$ cat src/rtl/dmem_arbiter.sv
// ----------------------------------------------------------------------------
// dmem_arbiter
//
// Shares the single-port data memory between the pipeline MEM stage (cpu_*)
// and the external loader/debug port (ext_*). One access is granted per
// cycle, combinationally, in the request cycle. The synchronous read data is
// steered back to whichever requester issued the read one cycle earlier,
// using a small return-tag register.
//
// Contention policy:
//   - The CPU normally wins when both sides request.
//   - With DMEM_ARB_STARVE_EN defined, a starvation counter tracks how many
//     consecutive cycles the external port has been denied. Once it reaches
//     STARVE_MAX, the external port wins one cycle and the counter restarts.
//   - With DMEM_ARB_STARVE_EN undefined, priority is fixed: the external port
//     is granted only in cycles where cpu_req is low.
//
// Configuration macro: DMEM_ARB_STARVE_EN (undefined by default).
//
// Parameters:
//   DATA_W      memory word width
//   ADDR_W      byte address width
//   STARVE_MAX  denied cycles before the external port wins (1..15)
//
// Ports:
//   clk, arst                   clock, asynchronous active-high reset
//   cpu_req/wen/addr/wdata      MEM-stage request, held until granted
//   cpu_stall                   cpu_req high but the CPU lost this cycle
//   cpu_rvalid/rdata            CPU read return, one cycle after grant
//   ext_req/wen/addr/wdata      external request, held until ext_gnt
//   ext_gnt                     external request accepted this cycle
//   ext_rvalid/rdata            external read return, one cycle after grant
//   mem_addr/wen/ren/wdata      command to the SRAM (all zero with no grant)
//   mem_rdata                   SRAM read data, valid the cycle after mem_ren
// ----------------------------------------------------------------------------
module dmem_arbiter #(
    parameter int DATA_W     = 64,
    parameter int ADDR_W     = 64,
    parameter int STARVE_MAX = 4
) (
    input  logic              clk,
    input  logic              arst,

    input  logic              cpu_req,
    input  logic              cpu_wen,
    input  logic [ADDR_W-1:0] cpu_addr,
    input  logic [DATA_W-1:0] cpu_wdata,
    output logic              cpu_stall,
    output logic              cpu_rvalid,
    output logic [DATA_W-1:0] cpu_rdata,

    input  logic              ext_req,
    input  logic              ext_wen,
    input  logic [ADDR_W-1:0] ext_addr,
    input  logic [DATA_W-1:0] ext_wdata,
    output logic              ext_gnt,
    output logic              ext_rvalid,
    output logic [DATA_W-1:0] ext_rdata,

    output logic [ADDR_W-1:0] mem_addr,
    output logic              mem_wen,
    output logic              mem_ren,
    output logic [DATA_W-1:0] mem_wdata,
    input  logic [DATA_W-1:0] mem_rdata
);

    // The starvation counter is 4 bits wide, so the limit must fit in it and
    // must be non-zero (a zero limit would hand every contended cycle to the
    // external port).
    generate
        if (STARVE_MAX < 1 || STARVE_MAX > 15) begin : g_bad_starve_max
            $error("dmem_arbiter: STARVE_MAX must be in the range 1..15");
        end
    endgenerate

    // Owner of the read issued in the previous cycle.
    typedef enum logic [1:0] {
        RTAG_NONE = 2'b00,
        RTAG_CPU  = 2'b01,
        RTAG_EXT  = 2'b10
    } rtag_t;

    rtag_t rtag_reg;
    rtag_t rtag_next;

    logic  cpu_granted;
    logic  ext_granted;
    logic  starve_hit;     // external port has waited long enough to win

    // ------------------------------------------------------------------------
    // Starvation counter
    // ------------------------------------------------------------------------
`ifdef DMEM_ARB_STARVE_EN
    localparam logic [3:0] STARVE_LIM = 4'(STARVE_MAX);

    logic [3:0] starve_cnt_reg;
    logic [3:0] starve_cnt_next;

    // Counts consecutive cycles in which the external port asks and loses.
    // An external grant clears it on the same edge, so the override lasts
    // exactly one cycle and the CPU then gets the next STARVE_MAX contended
    // cycles again.
    always_comb begin
        starve_cnt_next = starve_cnt_reg;
        if (!ext_req || ext_granted) begin
            starve_cnt_next = 4'd0;
        end else if (starve_cnt_reg != STARVE_LIM) begin
            starve_cnt_next = starve_cnt_reg + 4'd1;
        end
    end

    always_ff @(posedge clk or posedge arst) begin
        if (arst) begin
            starve_cnt_reg <= 4'd0;
        end else begin
            starve_cnt_reg <= starve_cnt_next;
        end
    end

    assign starve_hit = (starve_cnt_reg == STARVE_LIM);
`else
    // Fixed priority: the CPU never yields under contention.
    assign starve_hit = 1'b0;
`endif

    // ------------------------------------------------------------------------
    // Arbitration (combinational, same cycle as the request)
    // ------------------------------------------------------------------------
    // The CPU loses only when the external port is also asking and has been
    // starved up to the limit. The external port wins when it is alone or
    // when it holds the starvation override.
    always_comb begin
        cpu_granted = cpu_req & ~(ext_req & starve_hit);
        ext_granted = ext_req & (~cpu_req | starve_hit);
    end

    assign cpu_stall = cpu_req & ~cpu_granted;
    assign ext_gnt   = ext_req & ext_granted;

    // ------------------------------------------------------------------------
    // Memory command mux; everything is driven to zero with no grant so the
    // SRAM sees a clean idle bus.
    // ------------------------------------------------------------------------
    always_comb begin
        mem_addr  = '0;
        mem_wdata = '0;
        mem_wen   = 1'b0;
        mem_ren   = 1'b0;
        if (cpu_granted) begin
            mem_addr  = cpu_addr;
            mem_wdata = cpu_wdata;
            mem_wen   = cpu_wen;
            mem_ren   = ~cpu_wen;
        end else if (ext_granted) begin
            mem_addr  = ext_addr;
            mem_wdata = ext_wdata;
            mem_wen   = ext_wen;
            mem_ren   = ~ext_wen;
        end
    end

    // ------------------------------------------------------------------------
    // Return-tag FSM: state register
    // ------------------------------------------------------------------------
    // Asynchronous clear drops any in-flight return at once; the data that
    // the SRAM still delivers next cycle is never flagged valid.
    always_ff @(posedge clk or posedge arst) begin
        if (arst) begin
            rtag_reg <= RTAG_NONE;
        end else begin
            rtag_reg <= rtag_next;
        end
    end

    // ------------------------------------------------------------------------
    // Return-tag FSM: next state
    // ------------------------------------------------------------------------
    // Rewritten every cycle, so back-to-back reads from different owners each
    // carry their own tag and writes or idle cycles leave no stale tag.
    always_comb begin
        rtag_next = RTAG_NONE;
        if (cpu_granted && !cpu_wen) begin
            rtag_next = RTAG_CPU;
        end else if (ext_granted && !ext_wen) begin
            rtag_next = RTAG_EXT;
        end
    end

    // ------------------------------------------------------------------------
    // Return-tag FSM: outputs
    // ------------------------------------------------------------------------
    always_comb begin
        cpu_rvalid = 1'b0;
        ext_rvalid = 1'b0;
        case (rtag_reg)
            RTAG_CPU: cpu_rvalid = 1'b1;
            RTAG_EXT: ext_rvalid = 1'b1;
            default: begin
                cpu_rvalid = 1'b0;
                ext_rvalid = 1'b0;
            end
        endcase
    end

    // Read data is gated by its valid so the non-owner always sees zero.
    generate
        for (genvar gi = 0; gi < DATA_W; gi++) begin : g_rdata_gate
            assign cpu_rdata[gi] = mem_rdata[gi] & cpu_rvalid;
            assign ext_rdata[gi] = mem_rdata[gi] & ext_rvalid;
        end
    endgenerate

endmodule

$ cat config.mk
export PLATFORM = sky130hd
export DESIGN_NAME = dmem_arbiter
export DESIGN_NICKNAME = d
export VERILOG_FILES = /design/src/rtl/dmem_arbiter.sv
export SDC_FILE = /design/constraint.sdc
export NUM_CORES = 1
export LEC_CHECK = 0
export CAP_MARGIN = 10
export CELL_PAD_IN_SITES_DETAIL_PLACEMENT = 1
export CELL_PAD_IN_SITES_GLOBAL_PLACEMENT = 2
export CORE_AREA = 4 4 229 231
export CTS_CLUSTER_SIZE = 10
export DETAILED_ROUTE_END_ITERATION = 10
export DIE_AREA = 0 0 233 235
export PLACE_DENSITY = 0.67
export SLEW_MARGIN = 5
export SYNTH_ARGS = -nofsm -noshare
export SYNTH_HDL_FRONTEND = slang
export SYNTH_SLANG_ARGS = --single-unit
$ cat constraint.sdc
create_clock -name clk -period 1.9 [get_ports clk]
set_clock_uncertainty 0.2 [all_clocks]
set_input_delay 0.19 -clock clk [delete_from_list [all_inputs] [get_ports clk]]
set_output_delay 0.19 -clock clk [all_outputs]
set_load 0.1 [all_outputs]
# Word-level counts from Yosys, hierarchy flattened
# Index checks and enable logic that the tools add are counted.
op_classes:
  mux: 12
  n_addsub: 0
  n_eq_ne: 2
  multipliers: 0
  shifts: 0
  div: 0
  order_cmp: 0
  reduce_logical: 4
  n_bitwise: 133
op_table:
  columns: ["operator", "n"]
  rows:
  - ["2-to-1 mux 64 bit", 4]
  - ["AND 1 bit", 130]
  - ["2-to-1 mux 1 bit", 6]
  - ["2-to-1 mux 2 bit", 2]
  - ["NOT 1 bit", 3]
  - ["equality test 2 x 1 -> 1 bit, second input constant", 1]
  - ["equality test 2 bit, second input constant", 1]
  - ["logical AND 1 bit", 2]
  - ["zero test 1 bit", 2]
word_totals:
  inputBits: 326
  register_bits: 2
  mem_bits_ro: 0
  mem_bits_rw: 0
  latchBits: 0
  elab_cells: 152
  mem_count: 0
  out_inout_bits: 262

# Depth between registers and ports, before layout
depth:
  depth_word: 5
  mapped_depth: 6

# Least setup slack after synthesis
# Ideal clock, no wire load.
synth_timing:
  kind: "reg-to-output"
  start: "register rtag_reg[1]"
  end: "output port cpu_rdata[35]"
  required_ns: 1.510
  arrival_ns: 2.337
  path_stages_with_launch: 4
  slack_ns: -0.827
  cell_sequence: "dfrtp_1 nor2b_1 clkbuf_1 and2_1"
synth_between:
  elab_chain_cells: 3
synth_lines:
  columns: ["item", "line_no", "rtl"]
  rows:
  - ["start, declared", "83", "rtag_t rtag_reg;"]
  - ["start signal, assigned", "171", "rtag_reg <= rtag_next;"]
  - ["equality test 2 x 1 -> 1 bit", "195", "case (rtag_reg)"]
  - ["2-to-1 mux 1 bit", "195", null]
  - ["via cpu_rvalid", "49", "output logic cpu_rvalid,"]
  - ["AND 1 bit", "208", "assign cpu_rdata[gi] = mem_rdata[gi] & cpu_rvalid;"]
  - ["end, declared", "50", "output logic [DATA_W-1:0] cpu_rdata,"]
# The timed path passes the listed nets, and every way through them passes these cells.

# Final worst setup path
layout_timing:
  start: "register rtag_reg[1]"
  end: "output port ext_rdata[12]"
layout_between:
  elab_chain_cells: 3
layout_lines:
  columns: ["item", "line_no", "rtl"]
  rows:
  - ["equality test 2 bit", "195", null]
  - ["2-to-1 mux 1 bit", "195", null]
  - ["AND 1 bit", "209", "assign ext_rdata[gi] = mem_rdata[gi] & ext_rvalid;"]
  - ["end, declared", "58", "output logic [DATA_W-1:0] ext_rdata,"]
# No other way between the ends.

==> impl_results.md <==
* Status: finished with violations
* Failing checks: negative hold slack, negative setup slack
* Critical path launch point type: flip-flop
* CTS max path bufs at 2
* Top cell type by total area after synthesis: a22o_1
* P_sw at 0.003079 W
* Switch share at 56.54%
* Drt wl/cell at 24.35 µm
* # hold bufs at CTS at 0
* Fin. max-slew vios at 0
* Synth Area in Adders at 0%
* CTS H-tree lvls at 1
* Yosys warnings at 0
* Post-synthesis mux area share at 0%
* Dpl hpwl at around 35 mm
* DR vias/cell at 3.220
* Fmax at ~520 MHz
* Clock transition at the registers of the reported paths at 0.03 ns
* Syn nets at 638
* # DRC at 0
* Fin Hold WS at -0.01046 ns
* DP Worst Slack at -0.3011 ns
* IO Count at roughly 590
* Vias at around 5100
* Top cells by area, synth: a22o_1 49%, and2_1 35%, buf_6 5.4%
* Area occupied by multi-input gates at 0.002352 mm²
* Max rail drop VDD at 0.2065 mV
* Final Wtd Congestion at 0.8390
* Most common cell after layout, fill and taps aside: clkdlybuf4s50_1
* Mapped Cells at roughly 310
* Die Area at 0.05476 mm²
* Fin crit period at 1.913 ns
* Req. time, crit path at 1.51 ns
* Hold Fails Final Rpt at 2
* Count of input and output buffers at 586
* Site row count at around 80
* Most frequent cells in the layout: 323 x clkdlybuf4s50_1, 270 x buf_12, 106 x a22o_2, 90 x and2_2, 28 x and2_4
* Die width at 233 µm
* FF+latch count, synth at 2
* Share of cells above drive strength 1 at 59.75%
* Largest register FFs at 2
* All-Layer GR Usage at between 10% and 20%
* Post-synth top area share at 48.94%
* Drt initial violations at ~110
* Setup violators final at 6
* First-pass GRT wire length at 49.31 mm
* Sequential cell area at 50.05 µm²
* Compound-gate portion of the synthesized area at between 40% and 50%
* # nets final at 1220
* Final WL at 38.21 mm
* TritonCTS buffer count at 3
* Largest net degree at the start of global routing at 61
* Fin crit share at 100.7%
* Flop pwr share at 0.9%
* Sequential-to-total area share from yosys stat at 2.168%
* Fin cells at 1569
* Die span in y at approximately 240 µm
* P_leak at 4.896 nW
* Root Buffer: clkbuf_16
* Max-Cap Viols at 0
* CP arrival at 1.52 ns
* Clock power share at 5.8%
* Simple-gate area share of the yosys netlist at 36.26%
* Worst-path fanout max at 7
* Starting density of the core at 4.611%
* Core area at 0.05007 mm²
* Post-route setup slack at -0.01263 ns
* Area Overhead vs Synth at 431.8%
* Antenna violations before repair at 14
* Drt pass-1 iters at 4
* Global-route congestion overflow total at 0
* Int Power at 0.002367 W
* Netlist cell types at 15
* CP Capture Type: output pin
* Vias in the first global route at 5668
* Final core utilization at 24.52%
* Final ANT Viol Nets at 0
* Unrepaired setup endpoints after global routing: yes
* CTS sink cnt at 2
* Power share of the combinational group at 93.3%
* PD cells at 443.6 mW/mm²
* Inst Count DP at 1551
* Hold Path Class: input port to async pin
* Synth Cell Area at 0.002308 mm²
* Crit Path Category: flip-flop to output pin
* Syn avg cell area at 7.399 µm²
* Post-synthesis xor/xnor area fraction at 0%
* Main combinational cell family by area after synthesis: compound AO/OA/AOI/OAI gates
* Fillers at 5676
* CTS tree: yes
==> final timing paths <==
path                              from       endpoint  cells past startpoint
worst max-delay path       rtag_reg[1]  ext_rdata[12]                      5
worst min-delay path              arst    rtag_reg[0]                      2
max in group asynchronous         arst    rtag_reg[1]                      2
min in group clk               cpu_req    rtag_reg[0]                      3
==> layout make-up <==
type	count	share of cell area (%)
tap	672	6.849
timing repair inverter	1	0.07134
multi-input combinational	264	19.16
sequential	2	0.4077
clock buffer	3	0.6115
antenna	5	0.1019
inverter	2	0.1631
timing repair buffer	620	72.64
==> power by group through the flow <==
| stage | sequential [W] | combinational [W] | clock (W) |
|---|---|---|---|
| 2_1_floorplan | 0.0000459 | 0.00267 | 0 |
| 3_3_place_gp | 0.0000471 | 0.00506 | 0 |
| 3_5_place_dp | 0.0000473 | 0.00509 | 0 |
| 4_1_cts | 0.0000469 | 0.00513 | 0.000323 |
| 5_1_grt | 0.0000471 | 0.00521 | 0.000327 |
| 6_report | 0.0000469 | 0.00508 | 0.000315 |
==> routing by layer <==
metal / track usage (%) / up-vias / wire length (µm)
li1: - / 2325 / -
met2: 24.85 / 372 / 20350
met4: 0.6521 / 6 / 162
met5: 0 / - / 47
met1: 14.09 / 2327 / 14320
met3: 3.694 / 22 / 3329
==> stage by stage <==
step / setup TNS (ns) / power (W) / area, µm² / hold slack (ns)
after floorplan: -2.089 / 0.002718 / 2613 / -0.2688
after global placement: -20.52 / 0.005112 / 11930 / 0.2332
after detailed placement: -20.47 / 0.005133 / 11930 / 0.2285
after CTS: -0.00007339 / 0.005496 / 12120 / 0.004265
after global routing: -0.6297 / 0.005584 / 12260 / 0.004431
final: -0.02451 / 0.005446 / 12280 / -0.01046
==> kinds of logic after synthesis <==
family | after synthesis
AND/OR/NAND/NOR | 133
flip-flops | 2
other | 1
buffers and inverters | 46
AO/OA/AOI/OAI | 130
==> critical path, cell delays in order (launching register included) <==
cell and delay, ns:
dfrtp_1 0.39, nor2b_4 0.24, buf_12 0.16, buf_6 0.15
and2_2 0.18, buf_12 0.17
==> timing repair <==
item                       4_1_cts  5_1_grt
setup buffers                    1        2
cloned                           2        5
setup endpoints to repair      156       40
pin swaps                        0        1
resized for setup               16       18
==> cells in the mapped netlist (all sizes together) <==
master,n
buf,27
inv,2
and2,128
clkbuf,17
o21bai,1
conb,1
nor2b,3
dfrtp,2
nand2b,1
a22o,129
nor2,1
Power figures use the tool's default switching activity.
